**src/rtl/fifth_uart_tx_io_pkg.sv**
```systemverilog
// Shared definitions for the fifth CPU I/O peripherals: register indices,
// STATUS bit positions and the UART transmit serialiser state encoding.
package fifth_io_pkg;

    localparam logic [1:0] REG_TXDATA  = 2'd0;
    localparam logic [1:0] REG_STATUS  = 2'd1;
    localparam logic [1:0] REG_BAUDDIV = 2'd2;

    localparam int ST_FULL    = 0;
    localparam int ST_EMPTY   = 1;
    localparam int ST_BUSY    = 2;
    localparam int ST_OVF     = 3;
    localparam int ST_CNT_LSB = 4;
    localparam int ST_CNT_MSB = 8;

    typedef enum logic [1:0] {
        S_IDLE  = 2'd0,
        S_START = 2'd1,
        S_DATA  = 2'd2,
        S_STOP  = 2'd3
    } tx_state_e;

endpackage

```
**src/rtl/fifth_uart_tx_io_fifo.sv**
```systemverilog
// fifth_sync_fifo: synchronous FIFO with count; a push is accepted when full
// only if a pop frees a slot on the same edge.
module fifth_sync_fifo #(
    parameter int WIDTH = 8,
    parameter int DEPTH = 8,
    localparam int AW = $clog2(DEPTH),
    localparam int CW = $clog2(DEPTH + 1)
) (
    input  logic             clk,
    input  logic             reset,
    input  logic             push,
    input  logic [WIDTH-1:0] wdata,
    input  logic             pop,
    output logic [WIDTH-1:0] rdata,
    output logic             full,
    output logic             empty,
    output logic [CW-1:0]    count
);
    logic [WIDTH-1:0] mem_q [DEPTH];
    logic [AW-1:0]    wr_ptr_q;
    logic [AW-1:0]    rd_ptr_q;
    logic [CW-1:0]    count_q;
    logic [CW-1:0]    count_d;
    logic             push_ok_s;
    logic             pop_ok_s;

    assign full      = (count_q == CW'(DEPTH));
    assign empty     = (count_q == '0);
    assign pop_ok_s  = pop & ~empty;
    assign push_ok_s = push & (~full | pop_ok_s);
    assign rdata     = mem_q[rd_ptr_q];
    assign count     = count_q;

    always_comb begin
        count_d = count_q;
        case ({push_ok_s, pop_ok_s})
            2'b10:   count_d = count_q + CW'(1);
            2'b01:   count_d = count_q - CW'(1);
            default: count_d = count_q;
        endcase
    end

    // Pointers wrap naturally because DEPTH is a power of two.
    always_ff @(posedge clk or posedge reset) begin
        if (reset) begin
            wr_ptr_q <= '0;
            rd_ptr_q <= '0;
            count_q  <= '0;
        end else begin
            if (push_ok_s) wr_ptr_q <= wr_ptr_q + AW'(1);
            if (pop_ok_s)  rd_ptr_q <= rd_ptr_q + AW'(1);
            count_q <= count_d;
        end
    end

    always_ff @(posedge clk) begin
        if (push_ok_s) mem_q[wr_ptr_q] <= wdata;
    end

endmodule

```
**src/rtl/fifth_uart_tx_io.sv**
```systemverilog
// Memory-mapped 8N1 UART transmitter on the fifth CPU data bus.
// Define FIFTH_UART_OVF_EN to build the sticky STATUS overflow flag.
module fifth_uart_tx_io
    import fifth_io_pkg::*;
#(
    parameter logic [15:0] BASE_ADDR   = 16'hFF00,
    parameter int          FIFO_DEPTH  = 8,
    parameter logic [15:0] DEFAULT_DIV = 16'd433
) (
    input  logic        clk,
    input  logic        reset,
    input  logic [15:0] bus_addr,
    input  logic        bus_we,
    input  logic [15:0] bus_wdata,
    output logic [15:0] bus_rdata,
    output logic        bus_sel,
    output logic        tx
);
    localparam int CW = $clog2(FIFO_DEPTH + 1);

    tx_state_e   state_q;
    logic [15:0] cnt_q;
    logic [2:0]  bitcnt_q;
    logic [7:0]  shift_q;
    logic        tx_q;
    logic [15:0] div_q;

    logic        sel_s, wr_s, push_s, pop_s, bit_done_s;
    logic        full_s, empty_s, ovf_s;
    logic [1:0]  idx_s;
    logic [7:0]  fifo_rdata_s;
    logic [CW-1:0] count_s;
    logic [15:0] status_s;

    assign sel_s      = (bus_addr[15:2] == BASE_ADDR[15:2]);
    assign idx_s      = bus_addr[1:0];
    assign wr_s       = sel_s & bus_we;
    assign push_s     = wr_s & (idx_s == REG_TXDATA);
    assign bit_done_s = (cnt_q == div_q);
    assign pop_s      = ~empty_s & ((state_q == S_IDLE) | ((state_q == S_STOP) & bit_done_s));
    assign bus_sel    = sel_s;
    assign tx         = tx_q;

    fifth_sync_fifo #(.WIDTH(8), .DEPTH(FIFO_DEPTH)) u_fifo (
        .clk   (clk),
        .reset (reset),
        .push  (push_s),
        .wdata (bus_wdata[7:0]),
        .pop   (pop_s),
        .rdata (fifo_rdata_s),
        .full  (full_s),
        .empty (empty_s),
        .count (count_s)
    );

    // Bit timing compares against the live divider, so a mid-frame change applies at once.
    always_ff @(posedge clk or posedge reset) begin
        if (reset) begin
            state_q  <= S_IDLE;
            tx_q     <= 1'b1;
            cnt_q    <= 16'd0;
            bitcnt_q <= 3'd0;
            shift_q  <= 8'd0;
        end else begin
            case (state_q)
                S_IDLE: begin
                    cnt_q <= 16'd0;
                    if (!empty_s) begin
                        shift_q <= fifo_rdata_s;
                        tx_q    <= 1'b0;
                        state_q <= S_START;
                    end else begin
                        tx_q <= 1'b1;
                    end
                end
                S_START: begin
                    if (bit_done_s) begin
                        cnt_q    <= 16'd0;
                        bitcnt_q <= 3'd0;
                        tx_q     <= shift_q[0];
                        state_q  <= S_DATA;
                    end else begin
                        cnt_q <= cnt_q + 16'd1;
                    end
                end
                S_DATA: begin
                    if (bit_done_s) begin
                        cnt_q <= 16'd0;
                        if (bitcnt_q == 3'd7) begin
                            tx_q    <= 1'b1;
                            state_q <= S_STOP;
                        end else begin
                            bitcnt_q <= bitcnt_q + 3'd1;
                            shift_q  <= {1'b0, shift_q[7:1]};
                            tx_q     <= shift_q[1];
                        end
                    end else begin
                        cnt_q <= cnt_q + 16'd1;
                    end
                end
                S_STOP: begin
                    if (bit_done_s) begin
                        cnt_q <= 16'd0;
                        if (!empty_s) begin
                            shift_q <= fifo_rdata_s;
                            tx_q    <= 1'b0;
                            state_q <= S_START;
                        end else begin
                            state_q <= S_IDLE;
                        end
                    end else begin
                        cnt_q <= cnt_q + 16'd1;
                    end
                end
                default: begin
                    tx_q    <= 1'b1;
                    cnt_q   <= 16'd0;
                    state_q <= S_IDLE;
                end
            endcase
        end
    end

    always_ff @(posedge clk or posedge reset) begin
        if (reset) begin
            div_q <= DEFAULT_DIV;
        end else if (wr_s && (idx_s == REG_BAUDDIV)) begin
            div_q <= bus_wdata;
        end
    end

`ifdef FIFTH_UART_OVF_EN
    logic ovf_q, ovf_set_s, ovf_clr_s;
    assign ovf_set_s = push_s & full_s & ~pop_s;
    assign ovf_clr_s = wr_s & (idx_s == REG_STATUS) & bus_wdata[ST_OVF];
    assign ovf_s     = ovf_q;

    // A set wins over a clear arriving on the same edge.
    always_ff @(posedge clk or posedge reset) begin
        if (reset) begin
            ovf_q <= 1'b0;
        end else begin
            ovf_q <= ovf_set_s | (ovf_q & ~ovf_clr_s);
        end
    end
`else
    assign ovf_s = 1'b0;
`endif

    always_comb begin
        status_s                        = 16'd0;
        status_s[ST_FULL]               = full_s;
        status_s[ST_EMPTY]              = empty_s;
        status_s[ST_BUSY]               = (state_q != S_IDLE);
        status_s[ST_OVF]                = ovf_s;
        status_s[ST_CNT_MSB:ST_CNT_LSB] = 5'(count_s);
    end

    always_comb begin
        bus_rdata = 16'd0;
        if (sel_s) begin
            case (idx_s)
                REG_STATUS:  bus_rdata = status_s;
                REG_BAUDDIV: bus_rdata = div_q;
                default:     bus_rdata = 16'd0;
            endcase
        end else begin
            bus_rdata = 16'd0;
        end
    end

endmodule

```
**config.mk**
```make
export PLATFORM = sky130hd
export DESIGN_NAME = fifth_uart_tx_io
export DESIGN_NICKNAME = d
export VERILOG_FILES = /design/src/rtl/fifth_uart_tx_io_pkg.sv /design/src/rtl/fifth_uart_tx_io_fifo.sv /design/src/rtl/fifth_uart_tx_io.sv
export SDC_FILE = /design/constraint.sdc
export NUM_CORES = 1
export LEC_CHECK = 0
export ABC_AREA = 1
export CAP_MARGIN = 30
export CORE_UTILIZATION = 40
export CTS_BUF_LIST = sky130_fd_sc_hd__clkbuf_16
export CTS_CLUSTER_SIZE = 24
export DETAILED_ROUTE_END_ITERATION = 6
export DONT_BUFFER_PORTS = 1
export PLACE_DENSITY = 0.54
export SLEW_MARGIN = 40
export SYNTH_ARGS = -nofsm -noshare
export SYNTH_HDL_FRONTEND = slang
export SYNTH_HIERARCHICAL = 1
export SYNTH_SLANG_ARGS = --single-unit
```
**constraint.sdc**
```tcl
create_clock -name clk -period 2.9 [get_ports clk]
set_clock_uncertainty 0.1 [all_clocks]
set_input_delay 0.725 -clock clk [delete_from_list [all_inputs] [get_ports clk]]
set_output_delay 0.725 -clock clk [all_outputs]
set_load 0.1 [all_outputs]
```
==> flow_summary_export.csv <==
group,metric,value,unit
outcome,status,"finished clean",
clock_network,clk_latency,420,ps
placed_design,portBuffers,0,
synth,synth_edf_count,64,
timing,rsz0062_at_grt,"true",
synth,synth.area.top_cells,"edfxtp_1 32%, dfrtp_1 21%, nand2_1 11%, inv_1 4.8%, nor2_1 4.7%",
drt,routedWlPerCell,14.95,µm
synth,yosys-top-cells-count,"185 x nand2_1, 77 x inv_1, 75 x nor2_1",
power,vdd_drop_max,0.5667,mV
drt,viasPerCell,4.980,
timing,final-max-slew-violation-count,0,
timing,finalHoldViolCount,0,
power,leakagePower,3.276,nW
synth,syn-instance-count,677,
finish,finalNonFillerCells,915,
synth,ys_async_sr_fraction,46.67,%
placed_design,place_inst,882,
clock_network,clk_pin_slew,50,ps
drt,routed_wl,13680,µm
drt,drc,0,
drt,ant_nets,0,
clock_network,cts_tree,"yes",
setup_path,crit_fanout,5,
global_route,antenna_found_initial,0,
synth,syn_area,6041,µm²
finish,drive_above_1_share,17.92,%
min_path,min_path_type,"input port to asynchronous set/reset pin",
setup_path,r2r_setup_slack,130,ps
timing,setup_viol,0,
synth,synthMostInstantiatedCell,"nand2_1",
global_route,grtUsageTotal,19.18,%
clock_network,cts_num_sinks,120,
setup_path,reg2reg_depth,18,
finish,n_antenna_cell,0,
clock_network,root_buffer,"clkbuf_16",
timing,worst_pin_slew,582.1,ps
timing,max_freq,357.6,MHz
drt,first_pass_iters,4,
drt,drtIter0Drc,291,
clock_network,cts_htree_levels,4,
timing,fin_crit_sh,96.44,%
global_route,grt_pass1_vias,4610,
synth,synth.distinct_cells,39,
global_route,grt-ovfl-total,0,
drt,dr_total_vias,4557,
timing,period_needed,2797,ps
setup_path,regToRegStartpoint,"div_q[4]$_DFFE_PP1P_",
setup_path,cp-end-kind,"output pin",
floorplanning,ios,53,
setup_path,crit_arrival,1970,ps
placed_design,place_area,6958,µm²
synth,yosys_register_bits,120,
finish,area_growth,24.92,%
synth,syn_avg_cell_area,8.923,µm²
finish,fin_area,7546,µm²
setup_path,cp.required,2080,ps
placed_design,dp_hpwl,9904,µm
clock_network,cts_buffers,17,
synth,yosysTopAreaCell,"edfxtp_1",
global_route,grt_max_degree,46,
finish,finalNetCount,770,
floorplanning,die_h,124.9,µm
synth,synth_flop_cell,"edfxtp_1",
placed_design,gp_congestion,0.8603,
synth,seq_area_frac_synth,55.14,%
setup_path,reg2reg_to,"u_fifo/count[3]$_DFFE_PP0P_",
synth,synthesis.nets,729,
setup_path,startpoint_type,"register",
floorplanning,core_area,14640,µm²
flow_run,maxCapViolations,0,
clock_network,cts_buffer_depth,2,
floorplanning,row_count,44,
timing,slew_headroom,61.19,%
synth,synth_top_area_share,31.81,%
floorplanning,dieWidth,124.9,µm
floorplanning,start_util,41.25,%
synth,yosysWarnings,6,
setup_path,crit_type,"register to output pin",
floorplanning,die-area,15600,µm²
power,p_per_area,806.8,nW/µm²
global_route,grt_pass1_wl,23020,µm
==> final cells by class <==
type	instances	area, µm²
multi-input combinational	455	2570
clock inverter	15	140.1
timing repair buffer	37	515.5
fill	1331	7098
clock buffer	17	425.4
tap	184	230.2
sequential	120	3331
inverter	87	334.1
==> state kept, by name, indices dropped and copies added, names as in the netlist <==
name / count
state_q: 2
shift_q: 8
u_fifo/wr_ptr_q: 3
u_fifo/rd_ptr_q: 3
tx: 1
u_fifo/count: 4
cnt_q: 16
u_fifo/mem_q: 64
div_q: 16
bitcnt_q: 3
==> repair_timing <==
item | 4_1_cts | 5_1_grt
setup buffers | 0 | 1
setup endpoints to repair | 0 | 19
gates resized for setup | 0 | 4
hold buffers | 0 | 0
==> worst max-delay path by stage <==
stage / start / to / cells after the start
2_1_floorplan: bus_addr[14] / bus_rdata[10] / 6
3_3_place_gp: div_q[4]$_DFFE_PP1P_ / u_fifo/count[3]$_DFFE_PP0P_ / 18
3_5_place_dp: div_q[4]$_DFFE_PP1P_ / u_fifo/count[3]$_DFFE_PP0P_ / 18
4_1_cts: state_q[0]$_DFFE_PP0P_ / bus_rdata[2] / 6
5_1_grt: div_q[4]$_DFFE_PP1P_ / u_fifo/count[3]$_DFFE_PP0P_ / 18
6_report: u_fifo/count[0]$_DFFE_PP0P_ / bus_rdata[1] / 7
==> kinds of logic (layout without fill, tap and decap cells) <==
family	count (synthesis)	count (layout)	share of synthesized area (%)
fa+ha+maj	17	17	3.645
flops	120	120	55.14
simple gates	339	339	24.34
buf+inv	102	156	6.669
compound gates	79	79	7.105
xor+xnor	11	11	1.595
mux	9	9	1.512
==> metal layers <==
metal  global-route usage (%)  share of wire (%)  up-vias
met4                    6.671                1.2        0
met3                    5.026                4.5       12
met5                        0                  0        -
met2                    29.87                 45       91
li1                         -                  -     2281
met1                    25.89                 49     2173
==> report_power, final <==
part,internal [W],switching (W)
Clock,0.00125,0.000748
Sequential,0.00196,0.000227
Combinational,0.000721,0.00118
Total,0.00393,0.00216
==> worst max-delay path, cell delays in order (launching register included) <==
cell and delay [ps]:
dfrtp_1 440, nor2_2 170, nand2_2 120, inv_1 140, buf_4 190, nand2_1 100
a21oi_4 200, buf_12 190
==> stage by stage <==
stage          TNS (ps)  power (W)  utilization [%]  setup WS (ps)  hold slack (ps)
6_report              0   0.006088            51.53          103.3            69.50
5_1_grt          -37.59   0.006529            51.53         -37.59            89.58
4_1_cts               0   0.006111            51.38          37.71            69.08
3_5_place_dp          0   0.004094            47.51          63.02            359.0
3_3_place_gp          0   0.004057            47.50          163.5            356.3
2_1_floorplan    -10100   0.003636                -         -701.7            341.7
==> cell usage in the layout (no fill, tap or decap), types with 8 or more instances in the layout <==
cell type and n:
nor3_1 9, edfxtp_1 64, xor2_1 9, nand3_1 30
buf_4 18, nor3_4 11, nand2_1 183, o21ai_0 45
nor2_2 8, ha_1 16, buf_12 19, dfrtp_1 50
o22ai_1 8, clkbuf_16 17, nor2_1 69, mux2i_1 8
inv_1 80, o21ai_1 8
Note: power is estimated with default switching activity, not from simulation.
